### src/rtl/mc_ctrl_if.sv
// Control bundle between the multi-cycle main controller and the MIPS datapath.
// The controller drives the master side and the datapath the slave side.
interface mc_ctrl_if;
    // Instruction fields and status flags sampled by the controller
    logic [5:0] op;
    logic [5:0] funct;
    logic [4:0] rs;
    logic       zero;
    logic       hitdev;
    logic       intreq;
    logic       exl;

    // Write enables
    logic       pcwr;
    logic       irwr;
    logic       regwr;
    logic       memwr;
    logic       prwe;
    logic       cp0we;
    logic       epcwr;
    logic       exlset;
    logic       exlclr;

    // Datapath mux selects
    logic [1:0] regdst;
    logic       alusrc;
    logic       extop;
    logic [1:0] aluop;
    logic [2:0] memtoreg;
    logic [2:0] npcop;

    // Debug view of the sequencer state
    logic [2:0] state;

    modport master (
        input  op, funct, rs, zero, hitdev, intreq, exl,
        output pcwr, irwr, regwr, memwr, prwe, cp0we, epcwr, exlset, exlclr,
        output regdst, alusrc, extop, aluop, memtoreg, npcop, state
    );

    modport slave (
        output op, funct, rs, zero, hitdev, intreq, exl,
        input  pcwr, irwr, regwr, memwr, prwe, cp0we, epcwr, exlset, exlclr,
        input  regdst, alusrc, extop, aluop, memtoreg, npcop, state
    );
endinterface

### src/rtl/mc_ctrl.sv
// Multi-cycle main control unit for the MIPS core.
// Sequences FETCH/DCD/EXE/MEM/WB, drives datapath selects and write enables,
// and inserts the interrupt entry state at instruction boundaries.
module mc_ctrl (
    input  logic      clk,
    input  logic      reset,
    mc_ctrl_if.master bus
);

    typedef enum logic [2:0] {
        S_FETCH = 3'd0,
        S_DCD   = 3'd1,
        S_EXE   = 3'd2,
        S_MEM   = 3'd3,
        S_WB    = 3'd4,
        S_INT   = 3'd5
    } state_t;

    localparam logic [5:0] OP_RTYPE = 6'b000000;
    localparam logic [5:0] OP_J     = 6'b000010;
    localparam logic [5:0] OP_JAL   = 6'b000011;
    localparam logic [5:0] OP_BEQ   = 6'b000100;
    localparam logic [5:0] OP_ORI   = 6'b001101;
    localparam logic [5:0] OP_LUI   = 6'b001111;
    localparam logic [5:0] OP_COP0  = 6'b010000;
    localparam logic [5:0] OP_LW    = 6'b100011;
    localparam logic [5:0] OP_SW    = 6'b101011;

    localparam logic [5:0] FN_JR    = 6'b001000;
    localparam logic [5:0] FN_JALR  = 6'b001001;
    localparam logic [5:0] FN_ADDU  = 6'b100001;
    localparam logic [5:0] FN_SUBU  = 6'b100011;

    localparam logic [4:0] RS_MFC0  = 5'b00000;
    localparam logic [4:0] RS_MTC0  = 5'b00100;
    localparam logic [4:0] RS_ERET  = 5'b10000;

    localparam logic [2:0] NPC_PC4  = 3'b000;
    localparam logic [2:0] NPC_BR   = 3'b001;
    localparam logic [2:0] NPC_JMP  = 3'b010;
    localparam logic [2:0] NPC_JR   = 3'b011;
    localparam logic [2:0] NPC_EPC  = 3'b100;
    localparam logic [2:0] NPC_HDL  = 3'b101;

    localparam logic [2:0] M2R_ALU  = 3'b000;
    localparam logic [2:0] M2R_DMEM = 3'b001;
    localparam logic [2:0] M2R_PC4  = 3'b010;
    localparam logic [2:0] M2R_CP0  = 3'b011;
    localparam logic [2:0] M2R_PRRD = 3'b100;

    localparam logic [1:0] RD_RT    = 2'b00;
    localparam logic [1:0] RD_RD    = 2'b01;
    localparam logic [1:0] RD_R31   = 2'b10;

    localparam logic [1:0] ALU_ADD  = 2'b00;
    localparam logic [1:0] ALU_SUB  = 2'b01;
    localparam logic [1:0] ALU_OR   = 2'b10;
    localparam logic [1:0] ALU_LUI  = 2'b11;

    state_t     r_state;
    state_t     w_next;
    state_t     w_end_next;

    // Instruction decode
    logic       w_rtype, w_cop0;
    logic       w_addu, w_subu, w_jr, w_jalr;
    logic       w_ori, w_lui, w_lw, w_sw, w_beq, w_j, w_jal;
    logic       w_mfc0, w_mtc0, w_eret;
    logic       w_alu_class;

    // Per-instruction ALU/immediate controls, reused across EXE, MEM and WB
    logic [1:0] w_ins_aluop;
    logic       w_ins_alusrc;
    logic       w_ins_extop;

    // Raw (pre-reset-gating) outputs
    logic       w_pcwr, w_irwr, w_regwr, w_memwr, w_prwe;
    logic       w_cp0we, w_epcwr, w_exlset, w_exlclr;
    logic [1:0] w_regdst;
    logic       w_alusrc;
    logic       w_extop;
    logic [1:0] w_aluop;
    logic [2:0] w_memtoreg;
    logic [2:0] w_npcop;

    assign w_rtype = (bus.op == OP_RTYPE);
    assign w_cop0  = (bus.op == OP_COP0);
    assign w_addu  = w_rtype && (bus.funct == FN_ADDU);
    assign w_subu  = w_rtype && (bus.funct == FN_SUBU);
    assign w_jr    = w_rtype && (bus.funct == FN_JR);
    assign w_jalr  = w_rtype && (bus.funct == FN_JALR);
    assign w_ori   = (bus.op == OP_ORI);
    assign w_lui   = (bus.op == OP_LUI);
    assign w_lw    = (bus.op == OP_LW);
    assign w_sw    = (bus.op == OP_SW);
    assign w_beq   = (bus.op == OP_BEQ);
    assign w_j     = (bus.op == OP_J);
    assign w_jal   = (bus.op == OP_JAL);
    assign w_mfc0  = w_cop0 && (bus.rs == RS_MFC0);
    assign w_mtc0  = w_cop0 && (bus.rs == RS_MTC0);
    assign w_eret  = w_cop0 && (bus.rs == RS_ERET);

    // Instructions that need EXE (all supported ones except the DCD-completing jumps/eret)
    assign w_alu_class = w_addu | w_subu | w_ori | w_lui | w_lw | w_sw
                       | w_beq | w_mfc0 | w_mtc0;

    // Boundary decision uses exl as sampled now, i.e. before any exlclr takes effect
    assign w_end_next = (bus.intreq && !bus.exl) ? S_INT : S_FETCH;

    // ALU/immediate controls of the current instruction, held stable through MEM/WB
    always_comb begin
        w_ins_aluop  = ALU_ADD;
        w_ins_alusrc = 1'b0;
        w_ins_extop  = 1'b0;
        if (w_subu) begin
            w_ins_aluop = ALU_SUB;
        end else if (w_ori) begin
            w_ins_aluop  = ALU_OR;
            w_ins_alusrc = 1'b1;
        end else if (w_lui) begin
            w_ins_aluop  = ALU_LUI;
            w_ins_alusrc = 1'b1;
        end else if (w_lw || w_sw) begin
            w_ins_aluop  = ALU_ADD;
            w_ins_alusrc = 1'b1;
            w_ins_extop  = 1'b1;
        end
    end

    // State register; reset aborts any instruction in flight
    always_ff @(posedge clk) begin
        if (reset) begin
            r_state <= S_FETCH;
        end else begin
            r_state <= w_next;
        end
    end

    // Next-state and control outputs decoded from state and IR fields
    always_comb begin
        w_next     = S_FETCH;
        w_pcwr     = 1'b0;
        w_irwr     = 1'b0;
        w_regwr    = 1'b0;
        w_memwr    = 1'b0;
        w_prwe     = 1'b0;
        w_cp0we    = 1'b0;
        w_epcwr    = 1'b0;
        w_exlset   = 1'b0;
        w_exlclr   = 1'b0;
        w_regdst   = RD_RT;
        w_alusrc   = 1'b0;
        w_extop    = 1'b0;
        w_aluop    = ALU_ADD;
        w_memtoreg = M2R_ALU;
        w_npcop    = NPC_PC4;

        case (r_state)
            S_FETCH: begin
                w_irwr  = 1'b1;
                w_pcwr  = 1'b1;
                w_npcop = NPC_PC4;
                w_next  = S_DCD;
            end

            S_DCD: begin
                if (w_j || w_jal) begin
                    w_pcwr  = 1'b1;
                    w_npcop = NPC_JMP;
                    if (w_jal) begin
                        w_regwr    = 1'b1;
                        w_regdst   = RD_R31;
                        w_memtoreg = M2R_PC4;
                    end
                    w_next = w_end_next;
                end else if (w_jr || w_jalr) begin
                    w_pcwr  = 1'b1;
                    w_npcop = NPC_JR;
                    if (w_jalr) begin
                        w_regwr    = 1'b1;
                        w_regdst   = RD_RD;
                        w_memtoreg = M2R_PC4;
                    end
                    w_next = w_end_next;
                end else if (w_eret) begin
                    w_pcwr   = 1'b1;
                    w_npcop  = NPC_EPC;
                    w_exlclr = 1'b1;
                    w_next   = w_end_next;
                end else if (w_alu_class) begin
                    w_next = S_EXE;
                end else begin
                    // Unsupported encoding: behaves as a NOP
                    w_next = S_FETCH;
                end
            end

            S_EXE: begin
                w_aluop  = w_ins_aluop;
                w_alusrc = w_ins_alusrc;
                w_extop  = w_ins_extop;
                if (w_beq) begin
                    w_aluop  = ALU_SUB;
                    w_alusrc = 1'b0;
                    w_pcwr   = bus.zero;
                    w_npcop  = NPC_BR;
                    w_next   = w_end_next;
                end else if (w_mtc0) begin
                    w_cp0we = 1'b1;
                    w_next  = w_end_next;
                end else if (w_lw || w_sw) begin
                    w_next = S_MEM;
                end else begin
                    w_next = S_WB;
                end
            end

            S_MEM: begin
                w_aluop  = w_ins_aluop;
                w_alusrc = w_ins_alusrc;
                w_extop  = w_ins_extop;
                if (w_sw) begin
                    w_memwr = !bus.hitdev;
                    w_prwe  = bus.hitdev;
                    w_next  = w_end_next;
                end else if (w_lw) begin
                    w_next = S_WB;
                end else begin
                    w_next = S_FETCH;
                end
            end

            S_WB: begin
                w_aluop  = w_ins_aluop;
                w_alusrc = w_ins_alusrc;
                w_extop  = w_ins_extop;
                w_regwr  = 1'b1;
                w_regdst = (w_addu || w_subu) ? RD_RD : RD_RT;
                if (w_lw) begin
                    w_memtoreg = bus.hitdev ? M2R_PRRD : M2R_DMEM;
                end else if (w_mfc0) begin
                    w_memtoreg = M2R_CP0;
                end else begin
                    w_memtoreg = M2R_ALU;
                end
                w_next = w_end_next;
            end

            S_INT: begin
                w_epcwr  = 1'b1;
                w_exlset = 1'b1;
                w_pcwr   = 1'b1;
                w_npcop  = NPC_HDL;
                w_next   = S_FETCH;
            end

            default: begin
                w_next = S_FETCH;
            end
        endcase
    end

    // Write enables are suppressed during reset so an aborted instruction cannot commit
    assign bus.pcwr     = w_pcwr   && !reset;
    assign bus.irwr     = w_irwr   && !reset;
    assign bus.regwr    = w_regwr  && !reset;
    assign bus.memwr    = w_memwr  && !reset;
    assign bus.prwe     = w_prwe   && !reset;
    assign bus.cp0we    = w_cp0we  && !reset;
    assign bus.epcwr    = w_epcwr  && !reset;
    assign bus.exlset   = w_exlset && !reset;
    assign bus.exlclr   = w_exlclr && !reset;
    assign bus.regdst   = w_regdst;
    assign bus.alusrc   = w_alusrc;
    assign bus.extop    = w_extop;
    assign bus.aluop    = w_aluop;
    assign bus.memtoreg = w_memtoreg;
    assign bus.npcop    = w_npcop;
    assign bus.state    = r_state;

endmodule
### src/flat_wrapper.sv
// flat-port wrapper written by rule: the top's interface ports become plain ports
module mc_ctrl_flat 
  (clk, reset, bus_op, bus_funct, bus_rs, bus_zero, bus_hitdev, bus_intreq, bus_exl, bus_pcwr, bus_irwr, bus_regwr, bus_memwr, bus_prwe, bus_cp0we, bus_epcwr, bus_exlset, bus_exlclr, bus_regdst, bus_alusrc, bus_extop, bus_aluop, bus_memtoreg, bus_npcop, bus_state);
  mc_ctrl_if bus_i ();
  input  logic clk;
  input  logic reset;
  input wire logic [$bits(bus_i.op)-1:0] bus_op;
  input wire logic [$bits(bus_i.funct)-1:0] bus_funct;
  input wire logic [$bits(bus_i.rs)-1:0] bus_rs;
  input wire logic [$bits(bus_i.zero)-1:0] bus_zero;
  input wire logic [$bits(bus_i.hitdev)-1:0] bus_hitdev;
  input wire logic [$bits(bus_i.intreq)-1:0] bus_intreq;
  input wire logic [$bits(bus_i.exl)-1:0] bus_exl;
  output wire logic [$bits(bus_i.pcwr)-1:0] bus_pcwr;
  output wire logic [$bits(bus_i.irwr)-1:0] bus_irwr;
  output wire logic [$bits(bus_i.regwr)-1:0] bus_regwr;
  output wire logic [$bits(bus_i.memwr)-1:0] bus_memwr;
  output wire logic [$bits(bus_i.prwe)-1:0] bus_prwe;
  output wire logic [$bits(bus_i.cp0we)-1:0] bus_cp0we;
  output wire logic [$bits(bus_i.epcwr)-1:0] bus_epcwr;
  output wire logic [$bits(bus_i.exlset)-1:0] bus_exlset;
  output wire logic [$bits(bus_i.exlclr)-1:0] bus_exlclr;
  output wire logic [$bits(bus_i.regdst)-1:0] bus_regdst;
  output wire logic [$bits(bus_i.alusrc)-1:0] bus_alusrc;
  output wire logic [$bits(bus_i.extop)-1:0] bus_extop;
  output wire logic [$bits(bus_i.aluop)-1:0] bus_aluop;
  output wire logic [$bits(bus_i.memtoreg)-1:0] bus_memtoreg;
  output wire logic [$bits(bus_i.npcop)-1:0] bus_npcop;
  output wire logic [$bits(bus_i.state)-1:0] bus_state;
  assign bus_i.op = bus_op;
  assign bus_i.funct = bus_funct;
  assign bus_i.rs = bus_rs;
  assign bus_i.zero = bus_zero;
  assign bus_i.hitdev = bus_hitdev;
  assign bus_i.intreq = bus_intreq;
  assign bus_i.exl = bus_exl;
  assign bus_pcwr = bus_i.pcwr;
  assign bus_irwr = bus_i.irwr;
  assign bus_regwr = bus_i.regwr;
  assign bus_memwr = bus_i.memwr;
  assign bus_prwe = bus_i.prwe;
  assign bus_cp0we = bus_i.cp0we;
  assign bus_epcwr = bus_i.epcwr;
  assign bus_exlset = bus_i.exlset;
  assign bus_exlclr = bus_i.exlclr;
  assign bus_regdst = bus_i.regdst;
  assign bus_alusrc = bus_i.alusrc;
  assign bus_extop = bus_i.extop;
  assign bus_aluop = bus_i.aluop;
  assign bus_memtoreg = bus_i.memtoreg;
  assign bus_npcop = bus_i.npcop;
  assign bus_state = bus_i.state;
  mc_ctrl u_core (.clk(clk), .reset(reset), .bus(bus_i));
endmodule
### config.mk
export PLATFORM = sky130hd
export DESIGN_NAME = mc_ctrl_flat
export DESIGN_NICKNAME = d
export VERILOG_FILES = /design/src/rtl/mc_ctrl_if.sv /design/src/rtl/mc_ctrl.sv /design/src/flat_wrapper.sv
export SDC_FILE = /design/constraint.sdc
export NUM_CORES = 1
export LEC_CHECK = 0
export BUFFER_PORTS_ARGS = -buffer_cell sky130_fd_sc_hd__buf_2
export CAP_MARGIN = 30
export CORE_MARGIN = 4
export CORE_UTILIZATION = 43
export CTS_CLUSTER_SIZE = 16
export DETAILED_ROUTE_END_ITERATION = 8
export GPL_ROUTABILITY_DRIVEN = 0
export PLACE_DENSITY = 0.8
export SYNTH_ARGS = -nofsm -noshare
export SYNTH_HDL_FRONTEND = slang
export SYNTH_SLANG_ARGS = --single-unit
### constraint.sdc
create_clock -name clk -period 4.1 [get_ports clk]
set_clock_uncertainty 0.05 [all_clocks]
set_input_delay 0.615 -clock clk [delete_from_list [all_inputs] [get_ports clk]]
set_output_delay 0.615 -clock clk [all_outputs]
set_load 0.05 [all_outputs]
# Yosys cells after proc, flatten, opt, wreduce, memory -nomap -nowiden

Index checks and enable logic that the tools add are counted.

Bitwise operators: 8
Equal/unequal tests: 19
Reduce and logical (&&, ||, !) cells: 29
Multiplexer cells: 67

Operator list:

| operator             | count |
|---|---|
| $mux W3              | 16 |
| $mux W1              | 32 |
| $eq A6 B4 Y1 const B | 4 |
| $eq A6 B6 Y1 const B | 4 |
| $mux W2              | 11 |
| $logic_and A1 B1 Y1  | 16 |
| $pmux W3 S5          | 1 |
| $eq A6 B2 Y1 const B | 2 |
| $pmux W3 S3          | 1 |
| $or A1 B1 Y1         | 8 |
| $pmux W2 S2          | 2 |
| $eq A3 B2 Y1 const B | 2 |
| $eq A3 B3 Y1 const B | 2 |
| $eq A6 B3 Y1 const B | 1 |
| $eq A6 B5 Y1 const B | 1 |
| $logic_not A6 Y1     | 1 |
| $pmux W3 S2          | 1 |
| $eq A5 B3 Y1 const B | 1 |
| $eq A5 B5 Y1 const B | 1 |
| $logic_not A5 Y1     | 1 |
| $logic_or A1 B1 Y1   | 4 |
| $pmux W1 S2          | 2 |
| $reduce_or A2 Y1     | 2 |
| $eq A3 B1 Y1 const B | 1 |
| other kinds (4)      | 6 |

Bits of input ports: 23
Register bits after elaboration: 3
Output and inout bits: 24
Word-level logic and storage cells: 124

# Longest topological paths before layout

Gate-level depths: netlist of the first run.

Depth after elaboration: 15
Mapped depth: 6
Mapped depth without buffers: 5

# Worst setup path after synthesis of the first run

Ideal clock, no wire load.

Path kind: register to output
From: reg u_core.r_state[0] (netlist: u_core.bus.state[0])
To: out bus_pcwr
Arrival: 4.518 ns
Stages on the path, launching flop included: 7
Setup slack: -1.083 ns
Buffers on the path: 1
Path through: dfxtp_1 -> buf_2 -> nor3b_2 -> nand2_1 -> nor2_1 -> nor4_1 -> a2111oi_0

Word-level cells in the longest chain between the ends: 4
Elaborated cells between the ends (all ways): 7
Those cells by class: 3 x eq/ne; 1 x mux; 3 x reduce/logical

Ends and longest elaborated chain:

| what                                             | RTL line           | RTL |
|---|---|---|
| start, declared                                  | mc_ctrl.sv:60      | `state_t r_state;` |
| start signal, assigned                           | mc_ctrl.sv:135     | `r_state <= w_next;` |
| $eq A3 B3 Y1 or $logic_not A3 Y1 (tied branches) | mc_ctrl.sv:158     | `case (r_state)` |
| $reduce_or A2 Y1 (no line)                       | -                  |  |
| $pmux W1 S3 (*)                                  | mc_ctrl.sv:158     |  |
| $logic_and A1 B1 Y1 (*)                          | mc_ctrl.sv:264     | `assign bus.pcwr = w_pcwr && !reset;` |
| end, declared                                    | flat_wrapper.sv:14 | `output wire logic [$bits(bus_i.pcwr)-1:0] bus_pcwr;` |

Every way passes the cells marked *; elsewhere a longest branch is shown, timed or not.

# Final worst setup path of the first run

From: in bus_op[5]
To: out bus_pcwr

Word-level cells in the longest chain between the ends: 7
Elaborated cells between the ends (all ways): 16
Those cells by class: 4 x eq/ne; 5 x mux; 7 x reduce/logical

Ends and longest elaborated chain:

| what                                             | RTL line                                     | RTL |
|---|---|---|
| start, declared                                  | flat_wrapper.sv:7                            | `input wire logic [$bits(bus_i.op)-1:0] bus_op;` |
| $eq A6 B5 Y1 or $logic_not A6 Y1 (tied branches) | mc_ctrl.sv:87, mc_ctrl.sv:86                 |  |
| $logic_and A1 B1 Y1 (on tied branches)           | mc_ctrl.sv:101, mc_ctrl.sv:90, mc_ctrl.sv:91 |  |
| $mux W1 or $logic_or A1 B1 Y1 (tied branches)    | mc_ctrl.sv:185, mc_ctrl.sv:176               |  |
| $mux W1                                          | mc_ctrl.sv:176                               | `end else if (w_jr \|\| w_jalr) begin` |
| $mux W1                                          | mc_ctrl.sv:167                               | `if (w_j \|\| w_jal) begin` |
| $pmux W1 S3 (*)                                  | mc_ctrl.sv:158                               |  |
| $logic_and A1 B1 Y1 (*)                          | mc_ctrl.sv:264                               |  |

Marks and branches as above.

==> results of run 1 <==
-- area by class of cell --
| cell class | instances | area, µm² | share of cell area (%) |
|---|---|---|---|
| Multi-Input combinational cell | 96 | 567 | 62.0 |
| Inverter | 3 | 11.3 | 1.23 |
| Timing Repair Buffer | 46 | 230 | 25.2 |
| Clock buffer | 4 | 26.3 | 2.87 |
| Sequential cell | 3 | 60.1 | 6.57 |
| Tap cell | 16 | 20.0 | 2.19 |
-- per-layer routing --
metal | global-route usage, % | up-vias
li1 | - | 490
met1 | 24.8 | 438
met2 | 33.7 | 71
met3 | 4.89 | 4
met4 | 5.91 | 0
met5 | 0 | -
-- cells in the final DEF (no fill, tap or decap), drive strengths merged, types with 4 or more instances in the layout --
master and instances:
o21ai 4, buf 46, nand2 15, nor2 16, nor2b 6, clkbuf 4
nor3 4, a21oi 5, nor4 9
-- cells in the mapped netlist, drive strengths merged, types with 3 or more instances --
master   number  area (µm²)
inv           3        11.3
dfxtp         3        60.1
a21oi         5        25.0
nor2         16        60.1
nor2b         6        37.5
nor4          9        56.3
clkbuf        3        11.3
buf           4        28.8
nand2        15        58.8
o2bb2ai       3        26.3
o21ai         4        20.0
or3           3        18.8
nor3          4        20.0
-- worst max-delay path, cell delays in order --
cell	delay, ps
buf_2	120
nor4_1	380
nand2_1	210
nor2_1	330
nor4_1	110
a2111oi_2	200
buf_2	310
-- power groups by stage --
stage	Clock, mW	Sequential (mW)	Combinational [mW]
after floorplan	0	0.0351	0.0293
after global placement	0	0.0333	0.0496
after detailed placement	0	0.0334	0.0504
after CTS	0.0534	0.0330	0.0507
after global routing	0.0590	0.0333	0.0550
final	0.0529	0.0331	0.0510
-- worst max-delay path by stage --
stage          cells after the start   endpoint  slack (ps)                start
6_report                           7   bus_pcwr        1150            bus_op[5]
5_1_grt                            6   bus_pcwr        1020  u_core.bus.state[0]
4_1_cts                            6  bus_memwr        1180            bus_op[1]
3_5_place_dp                       6  bus_memwr        1180            bus_op[1]
3_3_place_gp                       7   bus_pcwr        1200            bus_op[5]
2_1_floorplan                      6   bus_pcwr         270  u_core.bus.state[0]
-- kinds of logic (layout without fill, tap and decap cells) --
family                 Yosys count  in the layout  share of synthesized area (%)
AOI/OAI and AO/OA               22             22                           21.8
buffers and inverters           10             53                           7.64
and+or+nand+nor                 74             74                           61.6
DFF                              3              3                           8.94
-- stage by stage --
step           power, mW  worst slack (ps)  hold slack [ps]
4_1_cts            0.137              1180              637
2_1_floorplan     0.0644               271              751
5_1_grt            0.147              1020              680
3_3_place_gp      0.0829              1200              620
6_report           0.137              1150              638
3_5_place_dp      0.0838              1180              616
==> flow_summary.yaml, run 1 <==
synth:
  number_of_nets_produced_by_synthesis: 132
  synth_warnings: 0
  asyncSetResetFlopFracSynth_pct: 0
  postSynthAreaPerCell_um2: 6.16
  synth_top_flop_cell: "dfxtp_1"
  synth.cell_area_um2: 672
  synth.distinct_cells: 38
  synth_seq_area_share_pct: 8.94
  post_synth_inst_count: 109
  postSynthRegisterBits: 3
  synth_enable_flop_cells: 0
global_route:
  antenna_violations_before_repair: 0
  track_usage_pct: 19.9
  grt_max_degree: 13
  vias_in_the_first_global_route: 793
  wire_length_of_the_first_global_routing_pass_um: 3290
  global_route.overflow_total: 0
sta:
  max_slew_margin_pct: 70.5
  setup_total_negative_slack_ps: 0
  setup_violations: 0
  final-hold-violation-count: 0
  period_needed_ps: 2950
  final_max_slew_viol_count: 0
  final_period_utilization_pct: 71.9
  timing_limited_maximum_frequency_mhz: 339
  rsz_0062_raised_after_global_routing: "false"
  worst-slew-pin-transition_ps: 437
pwr:
  power.switching_fraction_pct: 37.7
  share_seq_of_total_power_pct: 24.2
  power.ir.vdd_worst_uv: 113
  pwr-share-comb_pct: 37.2
  power_leakage_nw: 0.444
  p_sw_mw: 0.0516
  intPower_mw: 0.0854
  pwr-share-clk_pct: 38.6
  power_per_cell_area_nw_per_um2: 150
cells_and_area:
  largest_reg_flops: 3
  finish.instance_area_um2: 915
  fin_util_pct: 61.4
  antenna-diode-count: 0
  num-fill-cells: 156
  finish.net_count: 176
  final_cell_count_no_fill: 168
  drive_above_1_share_pct: 36.8
  area_delta_synth_final_pct: 36.1
clock_network:
  cts_num_sinks: 3
  cts_resized: 0
  tritoncts.num_buffers: 3
  insertion_delay_ps: 240
  cts_tree: "done"
  cts.hold.buffers_added: 0
  clock_tree.buffer_depth: 2
  clk_root_buffer_cell: "clkbuf_4"
  cts_max_level: 1
  post_cts.repair.setup_buffers: 0
  path_clk_slew_ps: 40
drt:
  wl_met2_um: 1090
  detailedRoute.firstIterationViolations: 48
  met3_length_um: 334
  drc: 0
  drt_wl_total_um: 2300
  first_pass_iters: 4
  routedLengthMet1_um: 868
  wire_per_inst_um: 13.7
  drtAntennaViolNets: 0
  highest-signal-layer: "met4"
  via_count: 1003
  post_drt_via_cell_ratio: 5.97
placement:
  dp_hpwl_um: 1820
  placed_area_um2: 888
  place_inst: 164
  io_buffers: 46
floorplan:
  dieArea_um2: 2260
  num_rows: 14
  ioPinCount: 47
  die_w_um: 47.5
  core_region_area_um2: 1490
  start_util_pct: 45.1
  dieHeight_um: 47.5
setup_path:
  rr_worst_depth: 5
  regToRegStartpoint: "u_core.bus.state[0]"
  critical_path_arrival_ps: 2280
  critical_path.reg2reg.endpoint: "u_core.bus.state[2]"
  setup_slack_reg_to_reg_ps: 2300
  critical_path.endpoint_type: "output pin"
  criticalPathCategory: "input pin to output pin"
  crit_fanout: 5
  critical_path.startpoint_type: "input pin"
  critical_path_required_ps: 3430
min_path:
  hold_class: "flip-flop to flip-flop"
  holdCritStartpoint: "u_core.bus.state[1]"
  worstHoldPathCells: 2
  holdPathEnd: "u_core.bus.state[0]"
run_status:
  status: "finished, final reports clean"
job:
  maxCapViolations: 0
(Power assumes the default switching activity.)
==> inputs of run 2 (changes only) <==
- ABC_AREA: not set -> 1
- CORE_UTILIZATION: 43 -> 39
- PLACE_DENSITY: 0.8 -> 0.73
- clock period: 4.1 -> 2.4 ns (I/O delays scaled with it)
==> run 2 against run 1 <==
  * Worst setup slack got worse by 830 ps
  * Register-to-register slack got worse by 1300 ps
  * Non-clock buffer count unchanged
  * Count of clock-buffer cells in the layout unchanged
  * Clock power increased by 64%
  * Hold slack got worse by 220 ps
  * Die area increased by 24%
  * Largest cell class unchanged
  * Critical endpoint is now bus_regwr
  * Sequential power increased by 64%
==> flow_summary.yaml, run 2 <==
global_route:
  antenna_violations_before_repair: 0
  global_route.overflow_total: 0
  wire_length_of_the_first_global_routing_pass_um: 3930
  vias_in_the_first_global_route: 993
  track_usage_pct: 17.8
  grt_max_degree: 11
cells_and_area:
  mostFrequentLayoutCell: "buf_2"
  antenna-diode-count: 0
  final_cell_count_no_fill: 221
  finish.net_count: 220
  drive_above_1_share_pct: 41.8
  area_delta_synth_final_pct: 39.6
  num-fill-cells: 195
  commonest_cells_after_routing_fill_and_taps_aside: "buf_2, inv_1, nand2_1, nor2_1, nand3_1"
  largest_reg_flops: 3
synth:
  synthXorXnorAreaFrac_pct: 0
  post_synth_and_or_nand_nor_area_fraction_pct: 62.4
  postSynthAreaPerCell_um2: 5.30
  synth_top_flop_cell: "dfxtp_1"
  synth_top_area_share_pct: 14.8
  postSynthRegisterBits: 3
  asyncSetResetFlopFracSynth_pct: 0
  yosys.area.top_type: "inv_1"
  synth.cell_area_um2: 785
  synth.distinct_cells: 27
  synth_compound_gate_area_share_pct: 12.8
  post_synth_inst_count: 148
  synth_enable_flop_cells: 0
  synth.cells.most_frequent: "inv_1, nand2_1, nor2_1"
  synth_seq_area_share_pct: 7.66
  synth_top_cells_by_area: "inv_1, nand2_1, nor2_1"
  synth_warnings: 0
  post_synth_fa_ha_maj_area_fraction_pct: 0
  post-synth-top-count-cell: "inv_1"
  synth.mux.area_fraction_pct: 0
  main_combinational_cell_family_by_area_after_synthesis: "simple AND/OR/NAND/NOR gates"
  number_of_nets_produced_by_synthesis: 171
placement:
  detailedPlace.worstSlack_ps: 378
  io_buffers: 46
  dp_hpwl_um: 2040
  place_inst: 217
setup_path:
  critical_path.startpoint_type: "flip-flop"
  timing.critical_path.slowest_cell_delay_ps: 350
  critical_path_required_ps: 1990
  path_cells: "inv_2 -> or2_4 -> nor2_8 -> nand2_2 -> nor2_2 -> a21oi_2 -> nand2_1 -> nand2_1 -> inv_1 -> buf_2"
  crit_top_cell: "nand2_1"
  critical_path.endpoint_type: "output pin"
  cpMaxStageDelayCell: "dfxtp_2"
  criticalPathCategory: "flip-flop to output pin"
  critical_path_arrival_ps: 1660
  crit_fanout: 5
pwr:
  power_leakage_nw: 0.643
  fin_total_pwr_mw: 0.249
  power_per_cell_area_nw_per_um2: 228
  power.ir.vdd_worst_uv: 186
sta:
  worst-slew-pin-transition_ps: 301
  final_max_slew_viol_count: 0
  final_period_utilization_pct: 86.4
  max_slew_margin_pct: 79.9
  final-hold-violation-count: 0
  final.setup.worst_slack_ps: 326
  period_needed_ps: 2070
  rsz_0062_raised_after_global_routing: "false"
  timing_limited_maximum_frequency_mhz: 482
  setup_violations: 0
  worst_hold_slack_ps: 419
drt:
  drtAntennaViolNets: 0
  first_pass_iters: 4
  via_count: 1065
  drc: 0
  post_drt_via_cell_ratio: 4.82
  wire_per_inst_um: 10.6
  detailedRoute.firstIterationViolations: 11
  drt_wl_total_um: 2340
clock_network:
  clock_tree.buffer_depth: 2
  post_cts.repair.setup_buffers: 0
  insertion_delay_ps: 230
  cts_tree: "done"
  clk_root_buffer_cell: "clkbuf_4"
  cts_num_sinks: 3
  cts_resized: 0
  tritoncts.num_buffers: 3
  path_clk_slew_ps: 40
  cts_max_level: 1
  cts.hold.buffers_added: 0
floorplan:
  start_util_pct: 43.1
  die_w_um: 52.9
  ioPinCount: 47
  num_rows: 15
  dieHeight_um: 52.9
  core_region_area_um2: 1820
  dieArea_um2: 2790
min_path:
  hold_class: "input pin to flip-flop"
job:
  maxCapViolations: 0
run_status:
  status: "finished, final reports clean"
[run 2: cells by family after synthesis]
group | Yosys count
flip-flops | 3
AND/OR/NAND/NOR | 94
AO/OA/AOI/OAI | 16
buffers and inverters | 35
[run 2: per-stage QoR]
step | instance area (µm²) | TNS [ps] | utilization, %
floorplan | 818 | -876 | -
global placement | 1070 | 0 | 58.7
detailed placement | 1070 | 0 | 58.7
CTS | 1090 | 0 | 60.1
global route | 1090 | 0 | 60.1
finish | 1090 | 0 | 60.1
[run 2: final timing paths]
path	slack, ps	start	to	depth (start not counted)
worst max-delay path	330	u_core.bus.state[0]	bus_regwr	10
worst min-delay path	420	reset	u_core.bus.state[0]	2
worst max register to register	1020	u_core.bus.state[2]	u_core.bus.state[0]	7
worst min register to register	670	u_core.bus.state[2]	u_core.bus.state[1]	3
[run 2: power by group]
group / internal, mW / switching, mW
Sequential: 0.0522 / 0.00216
Combinational: 0.0347 / 0.0731
Clock: 0.0622 / 0.0248
Total: 0.149 / 0.100
[run 2: layout make-up]
cell class | instances | area (µm²) | area share, %
Clock buffer | 4 | 26.3 | 2.40
Inverter | 33 | 124 | 11.3
Multi-Input combinational cell | 110 | 622 | 56.8
Timing Repair Buffer | 46 | 230 | 21.0
Tap cell | 25 | 31.3 | 2.86
Sequential cell | 3 | 61.3 | 5.60
[run 2: worst max-delay path, delay by kind of cell (launching register included)]
kind / cells / cell delay [ps]
AO/OA/AOI/OAI: 1 / 70
buffers and inverters: 3 / 340
flip-flops: 1 / 350
AND/OR/NAND/NOR: 6 / 680
[run 2: metal layers]
metal / GRT usage, % / part of all wire [%]
met3: 0 / 7.1
met4: 3.40 / 0
met2: 31.6 / 48
met1: 24.0 / 45
met5: 0 / 0
==> inputs of run 3 (changes only) <==
- CORE_ASPECT_RATIO: not set -> 1.25
- GPL_TIMING_DRIVEN: not set -> 0
==> run 3 against run 2 <==
  * Sequential power about the same
  * Via count up 0.19%
  * Non-clock buffer count up 1
  * Maximum frequency down 1.5%
  * Combinational power about the same
  * Core utilization down 0.36 points
  * Cell area down 0.11%
  * Total power up 2.9%
  * Clock power up 10%
  * Count of clock-buffer cells in the layout unchanged
  * Routed wire length up 0.64%
  * Critical path type unchanged
  * Highest routed layer is now met4
==> flow_summary.yaml, run 3 (synthesis results as in run 2) <==
run_status:
  status: "finished, final reports clean"
pwr:
  power.ir.vdd_worst_uv: 130
  fin_total_pwr_mw: 0.256
  power_leakage_nw: 0.646
  intPower_mw: 0.149
  power_per_cell_area_nw_per_um2: 235
  pwr-share-comb_pct: 41.5
  p_sw_mw: 0.107
  pwr-share-clk_pct: 37.3
  share_seq_of_total_power_pct: 21.2
  power.switching_fraction_pct: 41.8
global_route:
  vias_in_the_first_global_route: 951
  global_route.overflow_total: 0
  grt_max_degree: 11
  antenna_violations_before_repair: 0
  wire_length_of_the_first_global_routing_pass_um: 3650
  track_usage_pct: 17.9
clock_network:
  cts.hold.buffers_added: 0
  cts_max_level: 1
  clk_root_buffer_cell: "clkbuf_4"
  clock_tree.buffer_depth: 2
  cts_resized: 0
  path_clk_slew_ps: 40
  insertion_delay_ps: 240
  cts_tree: "done"
  tritoncts.num_buffers: 3
  cts_num_sinks: 3
  post_cts.repair.setup_buffers: 0
cells_and_area:
  mostFrequentLayoutCell: "buf_2"
  drive_above_1_share_pct: 41.6
  antenna-diode-count: 0
  largest_reg_flops: 3
  finish.net_count: 221
  area_delta_synth_final_pct: 39.4
  commonest_cells_after_routing_fill_and_taps_aside: "buf_2, inv_1, nand2_1, nor2_1, nand3_1"
drt:
  post_drt_via_cell_ratio: 4.94
  drtAntennaViolNets: 0
  detailedRoute.firstIterationViolations: 13
  first_pass_iters: 4
  drt_wl_total_um: 2350
  drc: 0
  wire_per_inst_um: 10.9
  via_count: 1067
floorplan:
  dieHeight_um: 58.1
  die_w_um: 48.1
  dieArea_um2: 2800
  core_region_area_um2: 1830
  num_rows: 17
  start_util_pct: 42.9
  ioPinCount: 47
sta:
  final-hold-violation-count: 0
  worst_hold_slack_ps: 505
  setup_violations: 0
  timing_limited_maximum_frequency_mhz: 475
  worst-slew-pin-transition_ps: 596
  final_max_slew_viol_count: 0
  final_period_utilization_pct: 87.7
  final.setup.worst_slack_ps: 295
  rsz_0062_raised_after_global_routing: "false"
  max_slew_margin_pct: 60.3
  period_needed_ps: 2110
setup_path:
  critical_path.startpoint_type: "flip-flop"
  critical_path_required_ps: 1990
  criticalPathCategory: "flip-flop to output pin"
  critical_path_arrival_ps: 1700
  crit_fanout: 5
  critical_path.endpoint_type: "output pin"
placement:
  dp_hpwl_um: 2000
  io_buffers: 45
  detailedPlace.worstSlack_ps: 352
job:
  maxCapViolations: 0
min_path:
  hold_class: "input pin to flip-flop"
-- run 3: cell types whose count changed in the layout (fill, tap and decap cells not counted) --
cell and change:
buf_4 +1, buf_1 +1, buf_2 -1
-- run 3: through the flow --
stage                     setup TNS (ps)  cells  area (µm²)  utilization [%]
after floorplan                     -876    148         818                -
after global placement                 0    212        1070             58.3
after detailed placement               0    212        1070             58.3
after CTS                              0    216        1090             59.8
after global routing                   0    216        1090             59.8
final                                  0    216        1090             59.8
-- run 3: path summary, 6_finish.rpt --
kind                                     startpoint             endpoint  slack (ps)  depth (start not counted)
worst min register to register  u_core.bus.state[0]  u_core.bus.state[1]         700                          5
worst max register to register  u_core.bus.state[2]  u_core.bus.state[0]         970                          7
worst max-delay path            u_core.bus.state[0]            bus_regwr         290                         10
worst min-delay path                        bus_exl  u_core.bus.state[0]         500                          5
-- run 3: power by group through the flow --
stage | registers (mW) | clock network [mW] | logic (mW)
detailed placement | 0.0553 | 0 | 0.106
CTS | 0.0545 | 0.0940 | 0.107
global placement | 0.0551 | 0 | 0.105
finish | 0.0544 | 0.0957 | 0.106
floorplan | 0.0609 | 0 | 0.0636
global route | 0.0546 | 0.0943 | 0.117
-- run 3: layer usage --
| layer | vias to the layer above | track usage, % | part of all wire, % |
|---|---|---|---|
| met1 | 456 | 21.1 | 42 |
| met4 | 0 | 8.85 | 2.7 |
| met3 | 6 | 2.17 | 7.9 |
| met2 | 42 | 30.1 | 48 |
| met5 | - | 0 | 0 |
| li1 | 563 | - | - |
-- run 3: final cells by class --
class | count | area, µm²
fill | 199 | 736
multi-input combinational | 110 | 622
inverter | 33 | 124
timing repair buffer | 45 | 225
sequential | 3 | 61.3
buffer | 2 | 11.3
clock buffer | 4 | 26.3
tap | 19 | 23.8
-- run 3: critical path, cell delays in order (launching register included) --
cell	delay, ps
dfxtp_2	360
inv_2	50
or2_4	250
nor2_8	130
nand2_2	90
nor2_2	120
a21oi_2	80
nand2_1	60
nand2_1	50
inv_1	40
buf_2	250
